### config.mk
export PLATFORM = sky130hd
export DESIGN_NAME = fir_cplx_decim
export DESIGN_NICKNAME = d
export VERILOG_FILES = /design/src/rtl/fir_pkg.sv /design/src/rtl/fir_cplx_mac.sv /design/src/rtl/fir_cplx_decim.sv
export SDC_FILE = /design/constraint.sdc
export NUM_CORES = 1
export LEC_CHECK = 0
export ABC_CLOCK_PERIOD_IN_PS = 4900
export BUFFER_PORTS_ARGS = -buffer_cell sky130_fd_sc_hd__buf_4
export CAP_MARGIN = 20
export CORE_UTILIZATION = 58
export CTS_CLUSTER_SIZE = 12
export DETAILED_ROUTE_END_ITERATION = 8
export GPL_TIMING_DRIVEN = 0
export HOLD_SLACK_MARGIN = 0.08
export PLACE_DENSITY = 0.88
export SYNTH_ARGS = -nofsm -noshare
export SYNTH_HDL_FRONTEND = slang
export SYNTH_SLANG_ARGS = --single-unit
### constraint.sdc
create_clock -name clock -period 4.9 [get_ports clock]
set_input_delay 0.49 -clock clock [delete_from_list [all_inputs] [get_ports clock]]
set_output_delay 0.49 -clock clock [all_outputs]
set_load 0.1 [all_outputs]
### src/rtl/fir_pkg.sv
// Shared state encoding and result-narrowing helper for the complex decimating FIR.
package fir_pkg;

  typedef enum logic [1:0] {
    FILL  = 2'd0,
    MAC   = 2'd1,
    WRITE = 2'd2
  } state_t;

  localparam int WIDE = 128;

  // Narrow a sign-extended value to w bits: clamp when sat is set, otherwise the
  // caller keeps only the low w bits (two's-complement wrap).
  function automatic logic signed [WIDE-1:0] fit_width(
    input logic signed [WIDE-1:0] v,
    input int                     w,
    input logic                   sat
  );
    logic signed [WIDE-1:0] hi;
    logic signed [WIDE-1:0] lo;
    hi = (WIDE'(1) <<< (w - 1)) - WIDE'(1);
    lo = -hi - WIDE'(1);
    if (!sat)        fit_width = v;
    else if (v > hi) fit_width = hi;
    else if (v < lo) fit_width = lo;
    else             fit_width = v;
  endfunction

endpackage

### src/rtl/fir_cplx_mac.sv
// Single complex multiply-accumulate lane: acc += x * c with full-precision products.
module fir_cplx_mac #(
  parameter int DATA_WIDTH  = 32,
  parameter int COEFF_WIDTH = 32,
  parameter int ACC_WIDTH   = 70
) (
  input  logic                          clock,
  input  logic                          reset_n,
  input  logic                          clear,
  input  logic                          enable,
  input  logic signed [DATA_WIDTH-1:0]  xr,
  input  logic signed [DATA_WIDTH-1:0]  xi,
  input  logic signed [COEFF_WIDTH-1:0] cr,
  input  logic signed [COEFF_WIDTH-1:0] ci,
  output logic signed [ACC_WIDTH-1:0]   acc_r,
  output logic signed [ACC_WIDTH-1:0]   acc_i
);

  logic signed [ACC_WIDTH-1:0] xr_w, xi_w, cr_w, ci_w;

  assign xr_w = ACC_WIDTH'(xr);
  assign xi_w = ACC_WIDTH'(xi);
  assign cr_w = ACC_WIDTH'(cr);
  assign ci_w = ACC_WIDTH'(ci);

  always_ff @(posedge clock or negedge reset_n) begin
    if (!reset_n) begin
      acc_r <= '0;
      acc_i <= '0;
    end else if (clear) begin
      acc_r <= '0;
      acc_i <= '0;
    end else if (enable) begin
      acc_r <= acc_r + xr_w * cr_w - xi_w * ci_w;
      acc_i <= acc_i + xr_w * ci_w + xi_w * cr_w;
    end
  end

endmodule

### src/rtl/fir_cplx_decim.sv
// Complex FIR with integrated decimation and overlapped input prefetch.
// Define FIR_CPLX_SATURATE_EN to saturate outputs instead of wrapping them.
//
// state | meaning
// FILL  | shift DECIMATION samples into the delay line, pending buffer first
// MAC   | one complex tap per cycle, prefetching new samples into pending
// WRITE | push the result once both output FIFOs have room, still prefetching
module fir_cplx_decim
  import fir_pkg::*;
#(
  parameter int TAP_NUMBER  = 20,
  parameter int DECIMATION  = 1,
  parameter int DATA_WIDTH  = 32,
  parameter int COEFF_WIDTH = 32,
  parameter int FRAC_BITS   = 10,
  parameter int ACC_WIDTH   = DATA_WIDTH + COEFF_WIDTH + $clog2(TAP_NUMBER) + 1,
  parameter logic [TAP_NUMBER-1:0][COEFF_WIDTH-1:0] REAL_COEFF = '0,
  parameter logic [TAP_NUMBER-1:0][COEFF_WIDTH-1:0] IMAG_COEFF = '0
) (
  input  logic                  clock,
  input  logic                  reset_n,
  input  logic [DATA_WIDTH-1:0] i_in,
  input  logic                  i_empty,
  output logic                  i_rd_en,
  input  logic [DATA_WIDTH-1:0] q_in,
  input  logic                  q_empty,
  output logic                  q_rd_en,
  output logic [DATA_WIDTH-1:0] real_out,
  output logic                  real_wr_en,
  input  logic                  real_full,
  output logic [DATA_WIDTH-1:0] imag_out,
  output logic                  imag_wr_en,
  input  logic                  imag_full
);

  localparam int TW = $clog2(TAP_NUMBER);
  localparam int PW = $clog2(DECIMATION + 1);
`ifdef FIR_CPLX_SATURATE_EN
  localparam logic SATURATE = 1'b1;
`else
  localparam logic SATURATE = 1'b0;
`endif

  state_t        state, state_nx;
  logic [PW-1:0] fcnt, fcnt_nx;
  logic [PW-1:0] pcnt;
  logic [TW-1:0] tap, tap_nx;

  logic [DATA_WIDTH-1:0] dl_i [TAP_NUMBER];
  logic [DATA_WIDTH-1:0] dl_q [TAP_NUMBER];
  logic [DATA_WIDTH-1:0] pb_i [DECIMATION];
  logic [DATA_WIDTH-1:0] pb_q [DECIMATION];

  logic in_avail, out_ok;
  logic rd, pop, wr, mac_clear;
  logic shift_in, push;

  logic signed [ACC_WIDTH-1:0]  acc_r, acc_i, sh_r, sh_i;
  logic signed [DATA_WIDTH-1:0] res_r, res_i;

  assign in_avail = !i_empty && !q_empty;
  assign out_ok   = !real_full && !imag_full;

  always_comb begin
    state_nx  = state;
    fcnt_nx   = fcnt;
    tap_nx    = tap;
    rd        = 1'b0;
    pop       = 1'b0;
    wr        = 1'b0;
    mac_clear = 1'b0;
    case (state)
      FILL: begin
        // Pending samples are older than anything still in the FIFOs.
        if (pcnt != '0)    pop = 1'b1;
        else if (in_avail) rd  = 1'b1;
        if (pop || rd) begin
          fcnt_nx = fcnt + 1'b1;
          if (fcnt_nx == PW'(DECIMATION)) begin
            mac_clear = 1'b1;
            tap_nx    = '0;
            state_nx  = MAC;
          end
        end
      end
      MAC: begin
        rd = in_avail && (pcnt < PW'(DECIMATION));
        if (tap == TW'(TAP_NUMBER - 1)) state_nx = WRITE;
        else                            tap_nx   = tap + 1'b1;
      end
      WRITE: begin
        rd = in_avail && (pcnt < PW'(DECIMATION));
        if (out_ok) begin
          wr       = 1'b1;
          fcnt_nx  = '0;
          state_nx = FILL;
        end
      end
      default: state_nx = FILL;
    endcase
  end

  assign shift_in = pop || (rd && state == FILL);
  assign push     = rd && state != FILL;

  always_ff @(posedge clock or negedge reset_n) begin
    if (!reset_n) begin
      state <= FILL;
      fcnt  <= '0;
      tap   <= '0;
      pcnt  <= '0;
    end else begin
      state <= state_nx;
      fcnt  <= fcnt_nx;
      tap   <= tap_nx;
      if (push)     pcnt <= pcnt + 1'b1;
      else if (pop) pcnt <= pcnt - 1'b1;
    end
  end

  always_ff @(posedge clock or negedge reset_n) begin
    if (!reset_n) begin
      for (int k = 0; k < TAP_NUMBER; k++) begin
        dl_i[k] <= '0;
        dl_q[k] <= '0;
      end
    end else if (shift_in) begin
      for (int k = TAP_NUMBER - 1; k > 0; k--) begin
        dl_i[k] <= dl_i[k-1];
        dl_q[k] <= dl_q[k-1];
      end
      dl_i[0] <= pop ? pb_i[0] : i_in;
      dl_q[0] <= pop ? pb_q[0] : q_in;
    end
  end

  // Pending buffer pops from slot 0 and appends at slot pcnt; never both in one cycle.
  always_ff @(posedge clock or negedge reset_n) begin
    if (!reset_n) begin
      for (int k = 0; k < DECIMATION; k++) begin
        pb_i[k] <= '0;
        pb_q[k] <= '0;
      end
    end else if (push) begin
      for (int k = 0; k < DECIMATION; k++) begin
        if (PW'(k) == pcnt) begin
          pb_i[k] <= i_in;
          pb_q[k] <= q_in;
        end
      end
    end else if (pop) begin
      for (int k = 0; k < DECIMATION - 1; k++) begin
        pb_i[k] <= pb_i[k+1];
        pb_q[k] <= pb_q[k+1];
      end
    end
  end

  fir_cplx_mac #(
    .DATA_WIDTH (DATA_WIDTH),
    .COEFF_WIDTH(COEFF_WIDTH),
    .ACC_WIDTH  (ACC_WIDTH)
  ) u_mac (
    .clock  (clock),
    .reset_n(reset_n),
    .clear  (mac_clear),
    .enable (state == MAC),
    .xr     ($signed(dl_i[tap])),
    .xi     ($signed(dl_q[tap])),
    .cr     ($signed(REAL_COEFF[tap])),
    .ci     ($signed(IMAG_COEFF[tap])),
    .acc_r  (acc_r),
    .acc_i  (acc_i)
  );

  assign sh_r  = acc_r >>> FRAC_BITS;
  assign sh_i  = acc_i >>> FRAC_BITS;
  assign res_r = DATA_WIDTH'(fit_width(WIDE'(sh_r), DATA_WIDTH, SATURATE));
  assign res_i = DATA_WIDTH'(fit_width(WIDE'(sh_i), DATA_WIDTH, SATURATE));

  // Read enables are held low while reset is asserted so no sample is lost.
  assign i_rd_en    = reset_n && rd;
  assign q_rd_en    = reset_n && rd;
  assign real_wr_en = wr;
  assign imag_wr_en = wr;
  assign real_out   = wr ? res_r : '0;
  assign imag_out   = wr ? res_i : '0;

endmodule

==> results of run 1 <==
==> metrics by stage <==
step / area (µm²) / hold slack (ns)
floorplan: 4970 / 0.194
global placement: 5410 / 0.497
detailed placement: 5410 / 0.516
CTS: 5550 / 0.218
global route: 5550 / 0.245
finish: 5550 / 0.189
==> cells by family after synthesis <==
logic type,count (synthesis),synth area share (%)
AO/OA/AOI/OAI,147,19.6
XOR/XNOR,35,6.31
multiplexers,23,4.76
buffers and inverters,114,11.7
flip-flops,49,25.2
AND/OR/NAND/NOR,205,20.4
adder cells (fa/ha/maj),46,11.8
other,1,0.0772
==> placed cells by master, fill, tap and decap left out, types with 3 or more instances in the layout <==
cell                       synthesis  routed
sky130_fd_sc_hd__buf_2             4       4
sky130_fd_sc_hd__nand2_1          45      45
sky130_fd_sc_hd__and3_1            3       3
sky130_fd_sc_hd__xnor2_1          13      13
sky130_fd_sc_hd__clkbuf_8          0       5
sky130_fd_sc_hd__nor2b_1           4       4
sky130_fd_sc_hd__conb_1            1      32
sky130_fd_sc_hd__a31oi_1           4       4
sky130_fd_sc_hd__dfrtp_1          49      49
sky130_fd_sc_hd__o211ai_1          3       3
sky130_fd_sc_hd__o22ai_1           3       3
sky130_fd_sc_hd__nor2_1           64      64
sky130_fd_sc_hd__ha_1             46      46
sky130_fd_sc_hd__o21ai_1           3       3
sky130_fd_sc_hd__a21oi_1          52      52
sky130_fd_sc_hd__mux2i_1          22      22
sky130_fd_sc_hd__a211oi_1          7       7
sky130_fd_sc_hd__nand3_1          13      13
sky130_fd_sc_hd__buf_4            34      75
sky130_fd_sc_hd__and2_1           32      32
sky130_fd_sc_hd__nor4_1            5       5
sky130_fd_sc_hd__a21o_1           17      17
sky130_fd_sc_hd__nand2b_1          4       4
sky130_fd_sc_hd__o21ai_0          26      26
sky130_fd_sc_hd__xor2_1           22      22
sky130_fd_sc_hd__inv_1            51      51
sky130_fd_sc_hd__nor3_1           10      10
sky130_fd_sc_hd__or2_2             4       4
sky130_fd_sc_hd__clkbuf_1         22      22
sky130_fd_sc_hd__nand4_1          14      14
sky130_fd_sc_hd__o21bai_1          7       7
==> where the power goes <==
part | total (W) | internal, W | switching [W]
clock network | 0.000363 | 0.000206 | 0.000157
logic | 0.00269 | 0.000982 | 0.00171
registers | 0.000668 | 0.000539 | 0.000130
==> cell usage after synthesis, types with 3 or more instances <==
cell type | n | area, µm²
sky130_fd_sc_hd__nor2_1 | 64 | 240
sky130_fd_sc_hd__a21oi_1 | 52 | 260
sky130_fd_sc_hd__inv_1 | 51 | 191
sky130_fd_sc_hd__dfrtp_1 | 49 | 1230
sky130_fd_sc_hd__ha_1 | 46 | 576
sky130_fd_sc_hd__nand2_1 | 45 | 169
sky130_fd_sc_hd__buf_4 | 34 | 255
sky130_fd_sc_hd__and2_1 | 32 | 200
sky130_fd_sc_hd__o21ai_0 | 26 | 130
sky130_fd_sc_hd__clkbuf_1 | 22 | 82.6
sky130_fd_sc_hd__mux2i_1 | 22 | 220
sky130_fd_sc_hd__xor2_1 | 22 | 193
sky130_fd_sc_hd__a21o_1 | 17 | 128
sky130_fd_sc_hd__nand4_1 | 14 | 87.6
sky130_fd_sc_hd__nand3_1 | 13 | 65.1
sky130_fd_sc_hd__xnor2_1 | 13 | 114
sky130_fd_sc_hd__nor3_1 | 10 | 50.1
sky130_fd_sc_hd__a211oi_1 | 7 | 52.6
sky130_fd_sc_hd__o21bai_1 | 7 | 52.6
sky130_fd_sc_hd__nor4_1 | 5 | 31.3
sky130_fd_sc_hd__a31oi_1 | 4 | 25.0
sky130_fd_sc_hd__buf_2 | 4 | 20.0
sky130_fd_sc_hd__nand2b_1 | 4 | 25.0
sky130_fd_sc_hd__nor2b_1 | 4 | 25.0
sky130_fd_sc_hd__or2_2 | 4 | 25.0
sky130_fd_sc_hd__and3_1 | 3 | 18.8
sky130_fd_sc_hd__o211ai_1 | 3 | 22.5
sky130_fd_sc_hd__o21ai_1 | 3 | 15.0
sky130_fd_sc_hd__o22ai_1 | 3 | 18.8
==> cell type report <==
| type | instances | area share (%) |
|---|---|---|
| multi-input combinational | 488 | 57.3 |
| sequential | 49 | 22.1 |
| buffer | 63 | 6.78 |
| timing repair buffer | 41 | 5.54 |
| inverter | 51 | 3.45 |
| tap | 105 | 2.37 |
| clock buffer | 5 | 1.24 |
| clock inverter | 3 | 1.24 |
==> final timing paths <==
| path | start | to | slack [ns] | cells past startpoint |
|---|---|---|---|---|
| setup / recovery | state[0] | real_out[30] | 1.40 | 6 |
| hold / removal | reset_n | u_mac.acc_r[12] | 0.19 | 1 |
| min in group clock | q_empty | pcnt | 0.52 | 4 |
| setup reg to reg | u_mac.acc_r[20] | u_mac.acc_r[31] | 1.92 | 12 |
| max in group asynchronous | reset_n | u_mac.acc_r[30] | 4.27 | 1 |
| hold reg to reg | fcnt | fcnt | 0.54 | 2 |
==> sequential cells by signal, summed over array words and instances (netlist names) <==
name,flops
tap,5
fcnt,1
state,2
pcnt,1
u_mac.acc_r,40
==> worst register-to-register path: stages, from the launching register on <==
cell and delay [ns]:
sky130_fd_sc_hd__dfrtp_1 0.42, sky130_fd_sc_hd__inv_1 0.07, sky130_fd_sc_hd__ha_1 0.26, sky130_fd_sc_hd__clkbuf_1 0.18
sky130_fd_sc_hd__a21oi_1 0.27, sky130_fd_sc_hd__o21ai_1 0.15, sky130_fd_sc_hd__nor4_1 0.29, sky130_fd_sc_hd__nor2_1 0.09
sky130_fd_sc_hd__nand2_1 0.15, sky130_fd_sc_hd__o21bai_1 0.12, sky130_fd_sc_hd__a221oi_1 0.57, sky130_fd_sc_hd__xor2_1 0.19
sky130_fd_sc_hd__a21oi_1 0.08
==> metal layers <==
metal  GRT usage, %  up-vias
met1           36.4     2070
li1               -     2232
met2           47.3      145
met3           2.60       18
met5              0        -
met4           7.56        0
==> report_table.html, run 1 <==
<table>
<tr><th>Metric</th><th>Value</th></tr>
<tr><th colspan="2">Routing</th></tr>
<tr><td>Total met2 wirelength after detailed routing</td><td>5540 µm</td></tr>
<tr><td>Vias per std cell</td><td>5.55</td></tr>
<tr><td>Total vias in the final route</td><td>4,465</td></tr>
<tr><td>Number of optimization iterations in the first detailed-route pass</td><td>5</td></tr>
<tr><td>Number of remaining DRC errors</td><td>0</td></tr>
<tr><td>Iteration-0 DRC count of the detailed router</td><td>251</td></tr>
<tr><td>Number of nets still failing antenna checks after routing</td><td>0</td></tr>
<tr><td>Post-route met1 wirelength</td><td>5140 µm</td></tr>
<tr><td>Routed length per instance</td><td>14.3 µm</td></tr>
<tr><td>Met3 WL post-DR</td><td>650 µm</td></tr>
<tr><td>Uppermost signal routing layer after detailed routing</td><td>met4</td></tr>
<tr><td>Post-Route WL</td><td>11,500 µm</td></tr>
<tr><th colspan="2">Placed design</th></tr>
<tr><td>HPWL after detailed placement</td><td>8860 µm</td></tr>
<tr><td>Minimum setup slack after placement</td><td>1.86 ns</td></tr>
<tr><td>GPL Wtd Cong</td><td>0.954</td></tr>
<tr><td>Count of input and output buffers</td><td>41</td></tr>
<tr><td>Total placed cells including tap cells</td><td>797</td></tr>
<tr><th colspan="2">Critical path</th></tr>
<tr><td>Kind of critical path</td><td>reg -&gt; out</td></tr>
<tr><td>Family with the most delay on the worst path</td><td>simple AND/OR/NAND/NOR gates</td></tr>
<tr><td>Arrival time worst endpoint</td><td>3.01 ns</td></tr>
<tr><td>Series of cell instances along the critical path</td><td>inv_1 &gt; ha_1 &gt; nor3b_1 &gt; clkbuf_1 &gt; and2_1 &gt; buf_4</td></tr>
<tr><td>Slowest stage cell on the critical path</td><td>sky130_fd_sc_hd__nor3b_1</td></tr>
<tr><td>Delay of the slowest cell on the worst path</td><td>0.82 ns</td></tr>
<tr><td>Critical path buffer and inverter count</td><td>3</td></tr>
<tr><td>Category of the worst setup path launch point</td><td>flop</td></tr>
<tr><td>Critical path capture point type</td><td>output pin</td></tr>
<tr><td>Largest fanout on the critical path</td><td>11</td></tr>
<tr><td>Worst Path Required</td><td>4.41 ns</td></tr>
<tr><th colspan="2">Global routing</th></tr>
<tr><td>Total global routing overflow</td><td>0</td></tr>
<tr><td>Number of global-route vias before repair</td><td>4,110</td></tr>
<tr><td>Wire length of the first global-routing pass</td><td>19,000 µm</td></tr>
<tr><td>Antenna violations before repair</td><td>0</td></tr>
<tr><td>Gr usage total</td><td>27.4%</td></tr>
<tr><td>Maximum number of pins on one net before global-route repair</td><td>51</td></tr>
<tr><th colspan="2">Cells and area</th></tr>
<tr><td>Register Area</td><td>1230 µm²</td></tr>
<tr><td>Number of fillers in the final layout</td><td>699</td></tr>
<tr><td>Number of non-filler instances in the completed layout</td><td>805</td></tr>
<tr><td>Number of antenna cells inserted</td><td>0</td></tr>
<tr><td>Share of cells above drive strength 1</td><td>14.9%</td></tr>
<tr><td>NumNets Final</td><td>815</td></tr>
<tr><td>Layout area overhead</td><td>14.3%</td></tr>
<tr><td>Final Core Density</td><td>67.9%</td></tr>
<tr><td>Multi-input gate area</td><td>3180 µm²</td></tr>
<tr><th colspan="2">Power</th></tr>
<tr><td>Highest ir drop seen on vdd</td><td>0.335 mV</td></tr>
<tr><td>Pleak</td><td>2.84 nW</td></tr>
<tr><td>Power consumption</td><td>0.00373 W</td></tr>
<tr><td>Power density relative to cell area</td><td>671 nW/µm²</td></tr>
<tr><th colspan="2">Timing</th></tr>
<tr><td>Relative max-transition margin</td><td>33.8%</td></tr>
<tr><td>Post-route minimum period</td><td>3.50 ns</td></tr>
<tr><td>Number of setup violations in the final report</td><td>0</td></tr>
<tr><td>Highest attainable clock frequency</td><td>286 MHz</td></tr>
<tr><td>Unrepaired setup endpoints after global routing</td><td>false</td></tr>
<tr><td>Fraction of the cycle the final worst path needs</td><td>71.5%</td></tr>
<tr><td>Sum of negative setup slack</td><td>0 ns</td></tr>
<tr><td>Final worst slack</td><td>1.40 ns</td></tr>
<tr><td>Number of hold violations in the final report</td><td>0</td></tr>
<tr><td>Clock Skews</td><td>0.0100 ns</td></tr>
<tr><td>Slew Limit Fails</td><td>0</td></tr>
<tr><td>Pin slew with the least headroom to its limit</td><td>0.991 ns</td></tr>
<tr><th colspan="2">Synth</th></tr>
<tr><td>Most used flip-flop cell after synthesis</td><td>sky130_fd_sc_hd__dfrtp_1</td></tr>
<tr><td>Number of distinct library cells after synthesis</td><td>58</td></tr>
<tr><td>Register bit count reported by yosys</td><td>49</td></tr>
<tr><td>Async set-reset flop share out of synthesis</td><td>100%</td></tr>
<tr><td>Register area share after synthesis</td><td>25.2%</td></tr>
<tr><td>Yosys warning count</td><td>0</td></tr>
<tr><td>Post-synth design cell area</td><td>4860 µm²</td></tr>
<tr><td>EDFF count, synth</td><td>0</td></tr>
<tr><td>Syn_area_per_cell</td><td>7.84 µm²</td></tr>
<tr><td>Post-Synthesis Cells</td><td>620</td></tr>
<tr><th colspan="2">Floorplan</th></tr>
<tr><td>I/O pins</td><td>138</td></tr>
<tr><td>Effective utilization at floorplan</td><td>59.4%</td></tr>
<tr><td>Die area</td><td>8750 µm²</td></tr>
<tr><td>Die X-Extent</td><td>93.5 µm</td></tr>
<tr><td>Standard-cell row count</td><td>33</td></tr>
<tr><td>Floorplan die height</td><td>93.5 µm</td></tr>
<tr><td>Floorplan Core Area</td><td>8180 µm²</td></tr>
<tr><th colspan="2">Clocking</th></tr>
<tr><td>Number of resized instances in the post-cts repair step</td><td>0</td></tr>
<tr><td>TritonCTS clock tree</td><td>done</td></tr>
<tr><td>Clock input transition at the sequential cells of the worst setup and hold paths</td><td>0.11 ns</td></tr>
<tr><td>Total number of H-tree levels</td><td>2</td></tr>
<tr><td>Number of clock buffers inserted by TritonCTS</td><td>5</td></tr>
<tr><td>Post-CTS Setup Bufs</td><td>0</td></tr>
<tr><td>Clock insertion delay at the later pin of the skew report</td><td>0.31 ns</td></tr>
<tr><td>Hold-fix buffers, CTS</td><td>0</td></tr>
<tr><td>Max Root-Sink Buffers</td><td>2</td></tr>
<tr><td>Root cell of the clock tree</td><td>sky130_fd_sc_hd__clkbuf_8</td></tr>
<tr><td>Clock sink count</td><td>49</td></tr>
<tr><th colspan="2">Run</th></tr>
<tr><td>Max capacitance violation total</td><td>0</td></tr>
<tr><th colspan="2">Run status</th></tr>
<tr><td>Status</td><td>finished clean</td></tr>
<tr><th colspan="2">Hold path</th></tr>
<tr><td>Tightest Hold Check Type</td><td>in -&gt; async</td></tr>
</table>
Power figures use the tool's default switching activity.
==> run 2: changes to the inputs <==
--- a/config.mk
+++ b/config.mk
@@ -5,15 +5,16 @@
 export SDC_FILE = /design/constraint.sdc
 export NUM_CORES = 1
 export LEC_CHECK = 0
-export ABC_CLOCK_PERIOD_IN_PS = 4900
+export ABC_AREA = 1
+export ABC_CLOCK_PERIOD_IN_PS = 3000
 export BUFFER_PORTS_ARGS = -buffer_cell sky130_fd_sc_hd__buf_4
 export CAP_MARGIN = 20
-export CORE_UTILIZATION = 58
+export CORE_UTILIZATION = 50
 export CTS_CLUSTER_SIZE = 12
 export DETAILED_ROUTE_END_ITERATION = 8
 export GPL_TIMING_DRIVEN = 0
 export HOLD_SLACK_MARGIN = 0.08
-export PLACE_DENSITY = 0.88
+export PLACE_DENSITY = 0.79
 export SYNTH_ARGS = -nofsm -noshare
 export SYNTH_HDL_FRONTEND = slang
 export SYNTH_SLANG_ARGS = --single-unit
==> constraint.sdc (replaced) <==
create_clock -name clock -period 3 [get_ports clock]
set_input_delay 0.3 -clock clock [delete_from_list [all_inputs] [get_ports clock]]
set_output_delay 0.3 -clock clock [all_outputs]
set_load 0.1 [all_outputs]
==> run 2 against run 1 <==
Synthesized cell count up 49%. Area after synthesis is 13% higher. Combinational power down 67%. Clock skew is 0.0013 ns higher. Setup slack worse by 1.3 ns.
==> report_table.html, run 2 <==
<table>
<tr><th>Metric</th><th>Value</th></tr>
<tr><th colspan="2">Placed design</th></tr>
<tr><td>GPL Wtd Cong</td><td>0.975 (was 0.954)</td></tr>
<tr><td>Minimum setup slack after placement</td><td>0.461 ns (was 1.86 ns)</td></tr>
<tr><td>Count of input and output buffers</td><td>41 (unchanged)</td></tr>
<tr><td>HPWL after detailed placement</td><td>11,800 µm (was 8860 µm)</td></tr>
<tr><th colspan="2">Synth</th></tr>
<tr><td>Cell type with the largest total area after synthesis</td><td>sky130_fd_sc_hd__dfrtp_1 (unchanged)</td></tr>
<tr><td>Number of distinct library cells after synthesis</td><td>34 (was 58)</td></tr>
<tr><td>Register bit count reported by yosys</td><td>49 (unchanged)</td></tr>
<tr><td>Most used flip-flop cell after synthesis</td><td>sky130_fd_sc_hd__dfrtp_1 (unchanged)</td></tr>
<tr><td>Register area share after synthesis</td><td>22.4% (was 25.2%)</td></tr>
<tr><td>Post-synth design cell area</td><td>5480 µm² (was 4860 µm²)</td></tr>
<tr><td>Post-Synthesis Cells</td><td>924 (was 620)</td></tr>
<tr><td>Async set-reset flop share out of synthesis</td><td>100% (unchanged)</td></tr>
<tr><td>Top-area cell type share of the netlist area</td><td>22.4% (was 25.2%)</td></tr>
<tr><td>List of most frequent post-synthesis cells</td><td>sky130_fd_sc_hd__nand2_1 (287), sky130_fd_sc_hd__inv_1 (175), sky130_fd_sc_hd__nor2_1 (108), sky130_fd_sc_hd__dfrtp_1 (49), sky130_fd_sc_hd__a21oi_1 (48) (was sky130_fd_sc_hd__nor2_1 (64), sky130_fd_sc_hd__a21oi_1 (52), sky130_fd_sc_hd__inv_1 (51), sky130_fd_sc_hd__dfrtp_1 (49), sky130_fd_sc_hd__ha_1 (46))</td></tr>
<tr><td>EDFF count, synth</td><td>0 (unchanged)</td></tr>
<tr><td>Syn_area_per_cell</td><td>5.93 µm² (was 7.84 µm²)</td></tr>
<tr><td>Count leader, synth</td><td>sky130_fd_sc_hd__nand2_1 (was sky130_fd_sc_hd__nor2_1)</td></tr>
<tr><td>Cells taking the most area after synthesis</td><td>sky130_fd_sc_hd__dfrtp_1 (22%), sky130_fd_sc_hd__nand2_1 (20%), sky130_fd_sc_hd__inv_1 (12%) (was sky130_fd_sc_hd__dfrtp_1 (25%), sky130_fd_sc_hd__ha_1 (12%), sky130_fd_sc_hd__a21oi_1 (5.4%))</td></tr>
<tr><td>Yosys warning count</td><td>0 (unchanged)</td></tr>
<tr><th colspan="2">Floorplan</th></tr>
<tr><td>Die area</td><td>11,400 µm² (was 8750 µm²)</td></tr>
<tr><td>Floorplan Core Area</td><td>10,500 µm² (was 8180 µm²)</td></tr>
<tr><td>Die X-Extent</td><td>107 µm (was 93.5 µm)</td></tr>
<tr><td>Effective utilization at floorplan</td><td>52.3% (was 59.4%)</td></tr>
<tr><td>Floorplan die height</td><td>107 µm (was 93.5 µm)</td></tr>
<tr><td>I/O pins</td><td>138 (unchanged)</td></tr>
<tr><td>Standard-cell row count</td><td>37 (was 33)</td></tr>
<tr><th colspan="2">Critical path</th></tr>
<tr><td>Largest fanout on the critical path</td><td>10 (was 11)</td></tr>
<tr><td>Library cell appearing most often on the critical path</td><td>sky130_fd_sc_hd__inv_1</td></tr>
<tr><td>Category of the worst setup path launch point</td><td>flop (unchanged)</td></tr>
<tr><td>Worst Path Required</td><td>2.70 ns (was 4.41 ns)</td></tr>
<tr><td>Delay of the slowest cell on the worst path</td><td>0.82 ns (about the same)</td></tr>
<tr><td>Critical path capture point type</td><td>output pin (unchanged)</td></tr>
<tr><td>Series of cell instances along the critical path</td><td>inv_1 &gt; ha_1 &gt; inv_1 &gt; nor3_4 &gt; inv_1 &gt; clkbuf_1 &gt; nor2_2 &gt; buf_4 (was inv_1 &gt; ha_1 &gt; nor3b_1 &gt; clkbuf_1 &gt; and2_1 &gt; buf_4)</td></tr>
<tr><td>Kind of critical path</td><td>reg -&gt; out (unchanged)</td></tr>
<tr><td>Slowest stage cell on the critical path</td><td>sky130_fd_sc_hd__clkbuf_1 (was sky130_fd_sc_hd__nor3b_1)</td></tr>
<tr><td>Arrival time worst endpoint</td><td>2.55 ns (was 3.01 ns)</td></tr>
<tr><th colspan="2">Routing</th></tr>
<tr><td>Met3 WL post-DR</td><td>1010 µm (was 650 µm)</td></tr>
<tr><td>Total met2 wirelength after detailed routing</td><td>6140 µm (was 5540 µm)</td></tr>
<tr><td>Post-route met1 wirelength</td><td>7050 µm (was 5140 µm)</td></tr>
<tr><td>Post-Route WL</td><td>14,500 µm (was 11,500 µm)</td></tr>
<tr><td>Vias per std cell</td><td>4.98 (was 5.55)</td></tr>
<tr><td>Number of remaining DRC errors</td><td>0 (unchanged)</td></tr>
<tr><td>Number of nets still failing antenna checks after routing</td><td>0 (unchanged)</td></tr>
<tr><td>Total vias in the final route</td><td>5,682 (was 4,465)</td></tr>
<tr><td>Number of optimization iterations in the first detailed-route pass</td><td>5 (unchanged)</td></tr>
<tr><td>Iteration-0 DRC count of the detailed router</td><td>386 (was 251)</td></tr>
<tr><td>Routed length per instance</td><td>12.7 µm (was 14.3 µm)</td></tr>
<tr><td>Uppermost signal routing layer after detailed routing</td><td>met4 (unchanged)</td></tr>
<tr><th colspan="2">Global routing</th></tr>
<tr><td>Total global routing overflow</td><td>0 (unchanged)</td></tr>
<tr><td>Number of global-route vias before repair</td><td>5,194 (was 4,110)</td></tr>
<tr><td>Wire length of the first global-routing pass</td><td>24,200 µm (was 19,000 µm)</td></tr>
<tr><td>Antenna violations before repair</td><td>0 (unchanged)</td></tr>
<tr><td>Gr usage total</td><td>26.8% (was 27.4%)</td></tr>
<tr><td>Maximum number of pins on one net before global-route repair</td><td>51 (unchanged)</td></tr>
<tr><th colspan="2">Timing</th></tr>
<tr><td>Worst-case hold slack</td><td>0.340 ns (was 0.189 ns)</td></tr>
<tr><td>Fraction of the cycle the final worst path needs</td><td>95.1%</td></tr>
<tr><td>Slew Limit Fails</td><td>0 (unchanged)</td></tr>
<tr><td>Highest attainable clock frequency</td><td>351 MHz</td></tr>
<tr><td>Final worst slack</td><td>0.148 ns (was 1.40 ns)</td></tr>
<tr><td>Pin slew with the least headroom to its limit</td><td>1.05 ns (was 0.991 ns)</td></tr>
<tr><td>Post-route minimum period</td><td>2.85 ns</td></tr>
<tr><td>Relative max-transition margin</td><td>29.7% (was 33.8%)</td></tr>
<tr><td>Number of setup violations in the final report</td><td>0 (unchanged)</td></tr>
<tr><td>Clock Skews</td><td>0.0113 ns (was 0.0100 ns)</td></tr>
<tr><td>Sum of negative setup slack</td><td>0 ns (unchanged)</td></tr>
<tr><td>Unrepaired setup endpoints after global routing</td><td>false (unchanged)</td></tr>
<tr><td>Number of hold violations in the final report</td><td>0 (unchanged)</td></tr>
<tr><th colspan="2">Cells and area</th></tr>
<tr><td>Number of fillers in the final layout</td><td>1,053 (was 699)</td></tr>
<tr><td>Most used cells in the layout excluding fill and tap cells</td><td>sky130_fd_sc_hd__nand2_1 (287), sky130_fd_sc_hd__inv_1 (175), sky130_fd_sc_hd__nor2_1 (76) (was sky130_fd_sc_hd__buf_4 (75), sky130_fd_sc_hd__nor2_1 (64), sky130_fd_sc_hd__a21oi_1 (52))</td></tr>
<tr><td>Layout area overhead</td><td>14.4% (was 14.3%)</td></tr>
<tr><td>Final Core Density</td><td>59.9% (was 67.9%)</td></tr>
<tr><td>Share of cells above drive strength 1</td><td>15.7% (was 14.9%)</td></tr>
<tr><td>Number of antenna cells inserted</td><td>0 (unchanged)</td></tr>
<tr><td>Register Area</td><td>1230 µm² (unchanged)</td></tr>
<tr><td>Register containing the most flip-flops in the final layout</td><td>u_mac.acc_r (unchanged)</td></tr>
<tr><td>Number of flip-flops under the largest register name</td><td>40 (unchanged)</td></tr>
<tr><td>Largest registers</td><td>u_mac.acc_r: 40 flops, tap: 5 flops, state: 2 flops (unchanged)</td></tr>
<tr><td>NumNets Final</td><td>1,120 (was 815)</td></tr>
<tr><td>Multi-input gate area</td><td>3500 µm² (was 3180 µm²)</td></tr>
<tr><td>Most frequent standard cell in the layout excluding fill and tap cells</td><td>sky130_fd_sc_hd__nand2_1 (was sky130_fd_sc_hd__buf_4)</td></tr>
<tr><th colspan="2">Power</th></tr>
<tr><td>Net switching power</td><td>0.000994 W (was 0.00200 W)</td></tr>
<tr><td>Power consumption</td><td>0.00206 W (was 0.00373 W)</td></tr>
<tr><td>Internal power of the cells</td><td>0.00107 W (was 0.00173 W)</td></tr>
<tr><td>Pleak</td><td>3.73 nW (was 2.84 nW)</td></tr>
<tr><td>Clock power share</td><td>20.7% (was 9.8%)</td></tr>
<tr><td>Logic gate share of total power</td><td>43.0% (was 72.3%)</td></tr>
<tr><td>Highest ir drop seen on vdd</td><td>0.398 mV (was 0.335 mV)</td></tr>
<tr><td>Sw Share</td><td>48.2% (was 53.6%)</td></tr>
<tr><td>Power density relative to cell area</td><td>329 nW/µm² (was 671 nW/µm²)</td></tr>
<tr><td>Sequential Power Share</td><td>36.3% (was 17.9%)</td></tr>
<tr><th colspan="2">Hold path</th></tr>
<tr><td>Tightest Hold Check Type</td><td>in -&gt; reg (was in -&gt; async)</td></tr>
<tr><th colspan="2">Clocking</th></tr>
<tr><td>Clock sink count</td><td>49 (unchanged)</td></tr>
<tr><td>Post-CTS Setup Bufs</td><td>0 (unchanged)</td></tr>
<tr><td>Root cell of the clock tree</td><td>sky130_fd_sc_hd__clkbuf_8 (unchanged)</td></tr>
<tr><td>Total number of H-tree levels</td><td>2 (unchanged)</td></tr>
<tr><td>TritonCTS clock tree</td><td>done (unchanged)</td></tr>
<tr><td>Clock input transition at the sequential cells of the worst setup and hold paths</td><td>0.11 ns (about the same)</td></tr>
<tr><td>Number of clock buffers inserted by TritonCTS</td><td>5 (unchanged)</td></tr>
<tr><td>Max Root-Sink Buffers</td><td>2 (unchanged)</td></tr>
<tr><td>Clock insertion delay at the later pin of the skew report</td><td>0.32 ns (was 0.31 ns)</td></tr>
<tr><th colspan="2">Run</th></tr>
<tr><td>Max capacitance violation total</td><td>0 (unchanged)</td></tr>
<tr><th colspan="2">Run status</th></tr>
<tr><td>Status</td><td>finished clean (unchanged)</td></tr>
</table>
## run 2: worst max-delay path: cells and delay by family (launching register included)
kind | cells | cell delay, ns
flops | 1 | 0.39
buf+inv | 5 | 1.49
fa+ha+maj | 1 | 0.21
simple gates | 2 | 0.14
## run 2: timing repair
action	in CTS	in global routing
endpoints found under the hold margin	49	0
gates resized for setup	0	0
hold buffers	1	0
## run 2: power by group through the flow
stage | Sequential [W] | Clock, W | Combinational, W
2_1_floorplan | 0.000753 | 0 | 0.000677
3_3_place_gp | 0.000759 | 0 | 0.000870
3_5_place_dp | 0.000761 | 0 | 0.000883
4_1_cts | 0.000748 | 0.000428 | 0.000884
5_1_grt | 0.000754 | 0.000456 | 0.000958
6_report | 0.000749 | 0.000426 | 0.000887
## run 2: path summary, 6_finish.rpt
path                                 start               to  slack, ns  cells after the start
max                               state[0]      real_out[4]       0.15                      8
max in group asynchronous          reset_n  u_mac.acc_r[39]       2.03                      2
min reg2reg                 u_mac.acc_r[2]   u_mac.acc_r[2]       0.52                      2
max reg2reg                u_mac.acc_r[23]  u_mac.acc_r[33]       0.89                     13
min in group asynchronous          reset_n  u_mac.acc_r[11]       0.54                      2
min                                q_empty             pcnt       0.34                      4
## run 2: per-stage QoR
step	instance area, µm²	instances
2_1_floorplan	5680	955
5_1_grt	6260	1141
6_report	6260	1141
3_5_place_dp	6160	1132
4_1_cts	6260	1141
3_3_place_gp	6160	1132
## run 2: final cells by class
class,instances,area share (%)
Buffer,43,4.72
Clock buffer,5,1.10
Tap cell,136,2.72
Clock inverter,3,0.360
Inverter,175,10.5
Sequential cell,49,19.6
Timing Repair Buffer,42,5.07
Multi-Input combinational cell,688,56.0
## run 2: cells by family after synthesis
family | Yosys count | synth area share [%]
AOI/OAI and AO/OA | 110 | 10.8
xor gates and xnor gates | 4 | 0.640
adders and majority gates | 46 | 10.5
buffers and inverters | 218 | 17.4
DFF | 49 | 22.4
other | 1 | 0.0685
and+or+nand+nor | 496 | 38.2
## run 2: per-layer routing
| metal | up-vias | track usage, % |
|---|---|---|
| li1 | 2953 | - |
| met1 | 2509 | 39.4 |
| met2 | 197 | 41.1 |
| met3 | 23 | 3.04 |
| met4 | 0 | 8.02 |
| met5 | - | 0 |
